## config.mk

```make
export PLATFORM = sky130hd
export DESIGN_NAME = module_spi_rx_frame
export DESIGN_NICKNAME = d
export VERILOG_FILES = /design/src/rtl/module_spi_rx_frame_pkg.sv /design/src/rtl/module_spi_rx_frame_bit_counter.sv /design/src/rtl/module_spi_rx_frame.sv
export SDC_FILE = /design/constraint.sdc
export NUM_CORES = 1
export LEC_CHECK = 0
export CELL_PAD_IN_SITES_DETAIL_PLACEMENT = 1
export CELL_PAD_IN_SITES_GLOBAL_PLACEMENT = 1
export CORE_AREA = 2 2 65 61
export DETAILED_ROUTE_END_ITERATION = 8
export DIE_AREA = 0 0 67 63
export PLACE_DENSITY = 0.64
export SKIP_LAST_GASP = 1
export SLEW_MARGIN = 15
export SYNTH_ARGS = -nofsm -noshare
export SYNTH_HDL_FRONTEND = slang
export SYNTH_SLANG_ARGS = --single-unit
```

## constraint.sdc

```tcl
create_clock -name clk_i -period 3.5 [get_ports clk_i]
set_input_delay 0.525 -clock clk_i [delete_from_list [all_inputs] [get_ports clk_i]]
set_output_delay 0.525 -clock clk_i [all_outputs]
set_load 0.01 [all_outputs]
```

## src/rtl/module_spi_rx_frame_pkg.sv

```systemverilog
// -----------------------------------------------------------------------------
// pkg_spi
// Shared types and constants for the SPI receive path.
//   spi_rx_state_t : receive FSM state encoding (IDLE, SHIFT)
//   SPI_DATA_W_DEF : default frame width in bits
// -----------------------------------------------------------------------------
package pkg_spi;

    localparam int SPI_DATA_W_DEF = 8;

    typedef enum logic {
        IDLE  = 1'b0,
        SHIFT = 1'b1
    } spi_rx_state_t;

endpackage : pkg_spi

```

## src/rtl/module_spi_rx_frame_bit_counter.sv

```systemverilog
// -----------------------------------------------------------------------------
// module_spi_bit_counter
// Counts bits captured in the current SPI frame. It wraps to zero on the
// increment that lands on the last bit, so back-to-back frames need no gap.
// Ports:
//   clk_i    system clock
//   rst_i    asynchronous active-low reset
//   clr      synchronous clear; takes priority over inc
//   inc      count one captured bit
//   cnt      bits captured so far in this frame
//   terminal high while cnt == DATA_W-1 (the next inc completes a frame)
// -----------------------------------------------------------------------------
module module_spi_bit_counter #(
    parameter int DATA_W = 8,
    parameter int CNT_W  = $clog2(DATA_W + 1)
) (
    input  logic             clk_i,
    input  logic             rst_i,
    input  logic             clr,
    input  logic             inc,
    output logic [CNT_W-1:0] cnt,
    output logic             terminal
);

    localparam logic [CNT_W-1:0] LAST = CNT_W'(DATA_W - 1);

    assign terminal = (cnt == LAST);

    always_ff @(posedge clk_i or negedge rst_i) begin
        if (!rst_i) begin
            cnt <= '0;
        end else if (clr) begin
            cnt <= '0;
        end else if (inc) begin
            cnt <= terminal ? '0 : cnt + 1'b1;
        end
    end

endmodule : module_spi_bit_counter

```

## src/rtl/module_spi_rx_frame.sv

```systemverilog
// -----------------------------------------------------------------------------
// module_spi_rx_frame
// Parametrised SPI receive deserialiser. MISO is sampled on a one-cycle strobe
// from the SPI clock generator while chip-select (en_i) is active. Only
// complete frames reach the holding register; a frame cut short by en_i
// dropping is discarded silently.
//
// State table
//   state | meaning
//   IDLE  | chip-select inactive, counter and shift register at zero
//   SHIFT | frame in progress, strobes shift bits in
//
// Ports:
//   clk_i           system clock
//   rst_i           asynchronous active-low reset
//   en_i            frame active (chip-select level); low aborts the frame
//   clk_fn_i        one-cycle sample strobe
//   miso_i          serial data in
//   dato_ack_i      consumer has read dato_recibido_o
//   clr_ovr_i       clears overrun_o
//   dato_recibido_o last complete frame
//   dato_valido_o   holding register holds an unread frame
//   frame_done_o    one-cycle pulse per completed frame
//   overrun_o       sticky: a frame completed while the previous was unread
//   bit_cnt_o       bits captured in the current frame
// -----------------------------------------------------------------------------
module module_spi_rx_frame
    import pkg_spi::*;
#(
    parameter int DATA_W    = SPI_DATA_W_DEF,
    parameter int LSB_FIRST = 0,
    parameter int CNT_W     = $clog2(DATA_W + 1)
) (
    input  logic              clk_i,
    input  logic              rst_i,
    input  logic              en_i,
    input  logic              clk_fn_i,
    input  logic              miso_i,
    input  logic              dato_ack_i,
    input  logic              clr_ovr_i,
    output logic [DATA_W-1:0] dato_recibido_o,
    output logic              dato_valido_o,
    output logic              frame_done_o,
    output logic              overrun_o,
    output logic [CNT_W-1:0]  bit_cnt_o
);

    spi_rx_state_t     state_q;
    spi_rx_state_t     state_d;
    logic              capture;
    logic              discard;
    logic              terminal;
    logic              complete;
    logic              ovr_set;
    logic [DATA_W-1:0] shreg_q;
    logic [DATA_W-1:0] shreg_next;

    // ---------------- FSM: state register ----------------
    always_ff @(posedge clk_i or negedge rst_i) begin
        if (!rst_i) begin
            state_q <= IDLE;
        end else begin
            state_q <= state_d;
        end
    end

    // ---------------- FSM: next state ----------------
    always_comb begin
        state_d = state_q;
        unique case (state_q)
            IDLE:    if (en_i)  state_d = SHIFT;
            SHIFT:   if (!en_i) state_d = IDLE;
            default: state_d = IDLE;
        endcase
    end

    // ---------------- FSM: outputs ----------------
    // A strobe in the same cycle en_i rises is already bit 0, so IDLE
    // captures too. Dropping en_i in SHIFT wins over a same-cycle strobe.
    always_comb begin
        capture = 1'b0;
        discard = 1'b0;
        unique case (state_q)
            IDLE:    capture = en_i & clk_fn_i;
            SHIFT: begin
                capture = en_i & clk_fn_i;
                discard = ~en_i;
            end
            default: discard = 1'b1;
        endcase
    end

    module_spi_bit_counter #(
        .DATA_W (DATA_W),
        .CNT_W  (CNT_W)
    ) u_bit_counter (
        .clk_i    (clk_i),
        .rst_i    (rst_i),
        .clr      (discard),
        .inc      (capture),
        .cnt      (bit_cnt_o),
        .terminal (terminal)
    );

    assign complete = capture & terminal;
    // Overwriting an unread frame is an overrun unless the consumer acks
    // in the very same cycle.
    assign ovr_set  = complete & dato_valido_o & ~dato_ack_i;

    always_comb begin
        if (LSB_FIRST != 0) begin
            shreg_next = {miso_i, shreg_q[DATA_W-1:1]};
        end else begin
            shreg_next = {shreg_q[DATA_W-2:0], miso_i};
        end
    end

    always_ff @(posedge clk_i or negedge rst_i) begin
        if (!rst_i) begin
            shreg_q <= '0;
        end else if (discard) begin
            shreg_q <= '0;
        end else if (capture) begin
            shreg_q <= shreg_next;
        end
    end

    // Holding register is loaded with shreg_next so the completing bit is
    // included without waiting a cycle for the shift register.
    always_ff @(posedge clk_i or negedge rst_i) begin
        if (!rst_i) begin
            dato_recibido_o <= '0;
            dato_valido_o   <= 1'b0;
            frame_done_o    <= 1'b0;
            overrun_o       <= 1'b0;
        end else begin
            frame_done_o <= complete;
            if (complete) begin
                dato_recibido_o <= shreg_next;
                dato_valido_o   <= 1'b1;
            end else if (dato_ack_i) begin
                dato_valido_o   <= 1'b0;
            end
            if (ovr_set) begin
                overrun_o <= 1'b1;
            end else if (clr_ovr_i) begin
                overrun_o <= 1'b0;
            end
        end
    end

endmodule : module_spi_rx_frame

```

After elaboration in Yosys (flattened, before gate mapping)
Index checks and enable logic that the tools add are counted.

Register bits: 23. Latch bits: 0. Bits in writable memories: 0. ROM bits: 0. Bits of input ports: 7. Logic and storage cells: 29. Memories kept: 0.

$add $sub $neg: 1. Multipliers: 0. Div/mod/pow operators: 0. Magnitude comparators: 0. Eq/ne operators: 1. Shift-type cells: 0. Mux-type cells: 11. Bitwise gates (word level): 6. Reduce and logical (&&, ||, !) cells: 3.

Operators by type and width (number): $mux 7 (2); $mux 4 (3); $mux 1 (6); $reduce_bool 2->1 (3); $add 4x1->4 const B (1); $and 1x1->1 (4); $eq 4x3->1 const B (1); $not 1->1 (2).

Longest topological paths before layout
Depth in word-level cells: 5. Gate-level depth with buffers: 4.

By module
A second synthesis with hierarchy kept.

Cells, all modules: 64. Area, all modules: 945.9 µm².

By module, submodules not included: module_spi_rx_frame (instances 1, cells an instance 45, area an instance 733.2 µm², seq. area each 475.5 µm²); module_spi_bit_counter (instances 1, cells an instance 19, area an instance 212.7 µm², seq. area each 100.1 µm²).

Least setup slack after synthesis
No wires, ideal clock.

Path kind: reg-to-reg. From: register u_bit_counter.cnt[3]. To: register dato_recibido_o[1]. Setup time: 0.125 ns. Arrival time: 1.219 ns. Data required time: 3.375 ns. Setup slack: 2.155 ns. Cell stages (with the launch flop): 5. Path buffers: 1. Cells stage by stage: dfrtp_1 and2b_1 nand4_2 buf_6 mux2_4.

Longest elaborated chain between the ends: 2.

RTL lines: start, declared (RTL line module_spi_rx_frame_bit_counter.sv:21) `output logic [CNT_W-1:0] cnt,`; start signal, assigned (RTL line module_spi_rx_frame_bit_counter.sv:35) `cnt <= terminal ? '0 : cnt + 1'b1;`; $eq 4x3->1 (RTL line module_spi_rx_frame_bit_counter.sv:27) `assign terminal = (cnt == LAST);`; $and 1x1->1 (RTL line module_spi_rx_frame.sv:105) `assign complete = capture & terminal;`; end signal, assigned (RTL line module_spi_rx_frame.sv:139) `dato_recibido_o <= shreg_next;`; end, declared (RTL line module_spi_rx_frame.sv:41) `output logic [DATA_W-1:0] dato_recibido_o,`.

Every way passes these cells. A chain may end at the register's enable or synchronous reset.

Worst setup path after layout
From: input en_i. To: register dato_recibido_o[7].

Longest elaborated chain between the ends: 2.

RTL lines: start, declared (RTL line module_spi_rx_frame.sv:36) `input logic en_i,`; $and 1x1->1 (RTL line module_spi_rx_frame.sv:84, module_spi_rx_frame.sv:86); $and 1x1->1 (RTL line module_spi_rx_frame.sv:105).

Every way passes these cells.

==> flow_summary.ini <==
[run_status]
status = finished, final reports clean

[cells_and_area]
n_fill_cell = 400
seq_area_sq_um = 576
fin_util_pct = 36.5
nets = 103
syn2layout_area_growth_pct = 28.6
layout-drive-gt1-share_pct = 22.3
multi_input_area_sq_um = 408
insertedDiodeCount = 0

[placed_design]
dpl.hpwl_microns = 1290
place_congestion = 0.705
port_buffers = 21

[cts]
cts.sinks = 23
cts_setup_buffers = 0
cts.repair.resized = 0
clockBufferDepth = 2
clkSlewWorstSetupHoldPaths_ns = 0.08
cts-buffers-inserted = 3
clk_latency_ns = 0.26
ctsRootBufferMaster = clkbuf_8
cts_tree = built
ctsHoldBuffers = 0
h-tree-depth = 1

[grt]
track_usage_pct = 9.94
grt_pass1_wl_microns = 3260
grt_pass1_vias = 720
grt_overflow = 0
grt_start_max_net_pins = 24
antenna_found_initial = 0

[routing]
drt_wl_total_microns = 1930
drtIter0Drc = 11
dr.pass1.iters = 3
drcViolationCount = 0
routed-via-count = 654
ant_nets = 0
routedWlPerCell_microns = 13.8
vias_per_cell = 4.67

[sta]
worst_slew_pin_slew_ns = 1.00
tns_ns = 0
fmax_mhz = 457
layout_min_cycle_time_ns = 2.19
slew_headroom_pct = 33.0
final_max_slew_viol_count = 0
finalCritPeriodShare_pct = 62.5
rsz0062_at_grt = false
final-setup-viol-count = 0
hold_violations = 0
finClkSkew_ns = 0.00349

[critical_path]
cp_slowest_cell = clkdlybuf4s50_1
startpoint_type = input port
cp_top_family = buffers and inverters
critPathKind = in2reg
cp-end-kind = flip-flop
crit_arrival_ns = 2.33
r2r_slack_ns = 1.88
rr_endpoint = dato_recibido_o[7]
worstPathCellList = clkdlybuf4s50_1 -> nand4_2 -> mux2_4
cp_num_cells = 3
path_buf_inv = 1
crit-reg2reg-launch = u_bit_counter.cnt[3]
cp.required_ns = 3.65
critical_path_peak_fanout = 16
crit_path_max_incr_delay_ns = 0.84
r2r_cells = 3

[floorplan]
std_cell_rows = 21
start_util_pct = 28.4
io_pins = 22
dieArea_sq_um = 4220
dieWidth_microns = 67
coreArea_sq_um = 3570
fp.dieH_microns = 63

[hold_path]
min_path_type = reg2reg
holdPathEnd = dato_recibido_o[5]
hold_start = dato_recibido_o[5]
min_delay_path_depth = 1

[synthesis]
async_reset_ff_share_pct = 100
yosys-top-cells-area = dfrtp_1 57%, mux2_4 10%, mux2_2 10%, a22o_1 7.8%, nand2_1 1.8%
synth-main-ff-cell = dfrtp_1
synth-seq-cells = 23
syn_nets = 81
avgSynthCellArea_sq_um = 13.9
yosys.area.top_type_share_pct = 56.7
synthCells = 73
syn_area_sq_um = 1010
synth_edf_count = 0
yosys_warnings = 0
ys_seq_area_share_pct = 56.7
yosys-top-cells-count = 23 x dfrtp_1, 9 x a22o_1, 9 x mux2_2
synth_cell_type_count = 22
yosysTopAreaCell = dfrtp_1
synth.most_common_cell = dfrtp_1

[pwr]
finalPower_uw = 505
power_density_nw_per_um2 = 387
vdd_drop_max_uv = 187
p_leak_uw = 0.000629

[run]
cap_viol_max_count = 0
[state kept, by name, summed over array words and instances, names as in the netlist]
register	cells
dato_recibido_o	8
dato_valido_o	1
frame_done_o	1
overrun_o	1
shreg_q	7
state_q	1
u_bit_counter.cnt	4
[power by group]
part / switching [uW] / internal, uW / leakage [uW]
combinational: 25.8 / 32.2 / 0.000288
sequential: 10.6 / 275 / 0.000315
clock: 82.4 / 79.3 / 0.0000255
total: 119 / 387 / 0.000629
[cell families (layout without fill, tap and decap cells)]
logic type / Yosys count / count (layout) / synth area share (%)
compound gates: 12 / 12 / 9.74
fa+ha+maj: 1 / 1 / 1.23
xor+xnor: 1 / 1 / 0.863
buf+inv: 6 / 27 / 3.08
mux: 16 / 16 / 20.3
simple gates: 14 / 14 / 8.02
flops: 23 / 23 / 56.7
[final cells by class]
cell class	count	share of cell area, %
Sequential cell	23	44.1
Multi-Input combinational cell	44	31.3
Timing Repair Buffer	21	16.1
Tap cell	46	4.41
Clock buffer	3	3.16
Inverter	2	0.575
Clock inverter	1	0.384
[how the worst max path moves through the flow]
stage                    startpoint                 end  slack (ns)
6_report                       en_i  dato_recibido_o[7]        1.31
4_1_cts                        en_i  dato_recibido_o[7]        1.29
3_3_place_gp                   en_i  dato_recibido_o[6]        1.07
5_1_grt                        en_i  dato_recibido_o[2]        1.19
3_5_place_dp                   en_i  dato_recibido_o[7]        1.01
2_1_floorplan  u_bit_counter.cnt[3]  dato_recibido_o[1]        2.16
[layout by cell type, fill, tap and decap left out, types with 2 or more instances in the layout]
master           Yosys  routed
clkbuf_8             0       3
mux2_4               7       7
nand3_1              2       2
clkdlybuf4s50_1      0      21
mux2_2               9       9
nand2_1              5       5
a22o_1               9       9
inv_1                2       2
dfrtp_1             23      23
[routing by layer]
metal	GRT usage [%]	vias up	routed length (microns)
met5	0	-	0
met4	1.53	0	8
met3	2.70	2	90
met2	16.1	18	896
met1	13.4	328	929
li1	-	306	-
[stage by stage]
stage          cells  setup WS [ns]  hold WS [ns]  instance area [sq um]
2_1_floorplan     73           2.16         0.229                   1010
3_3_place_gp     136           1.07         0.489                   1260
3_5_place_dp     136           1.01         0.498                   1260
4_1_cts          140           1.29         0.521                   1310
5_1_grt          140           1.19         0.535                   1310
6_report         140           1.31         0.513                   1310
Power figures use the tool's default switching activity.
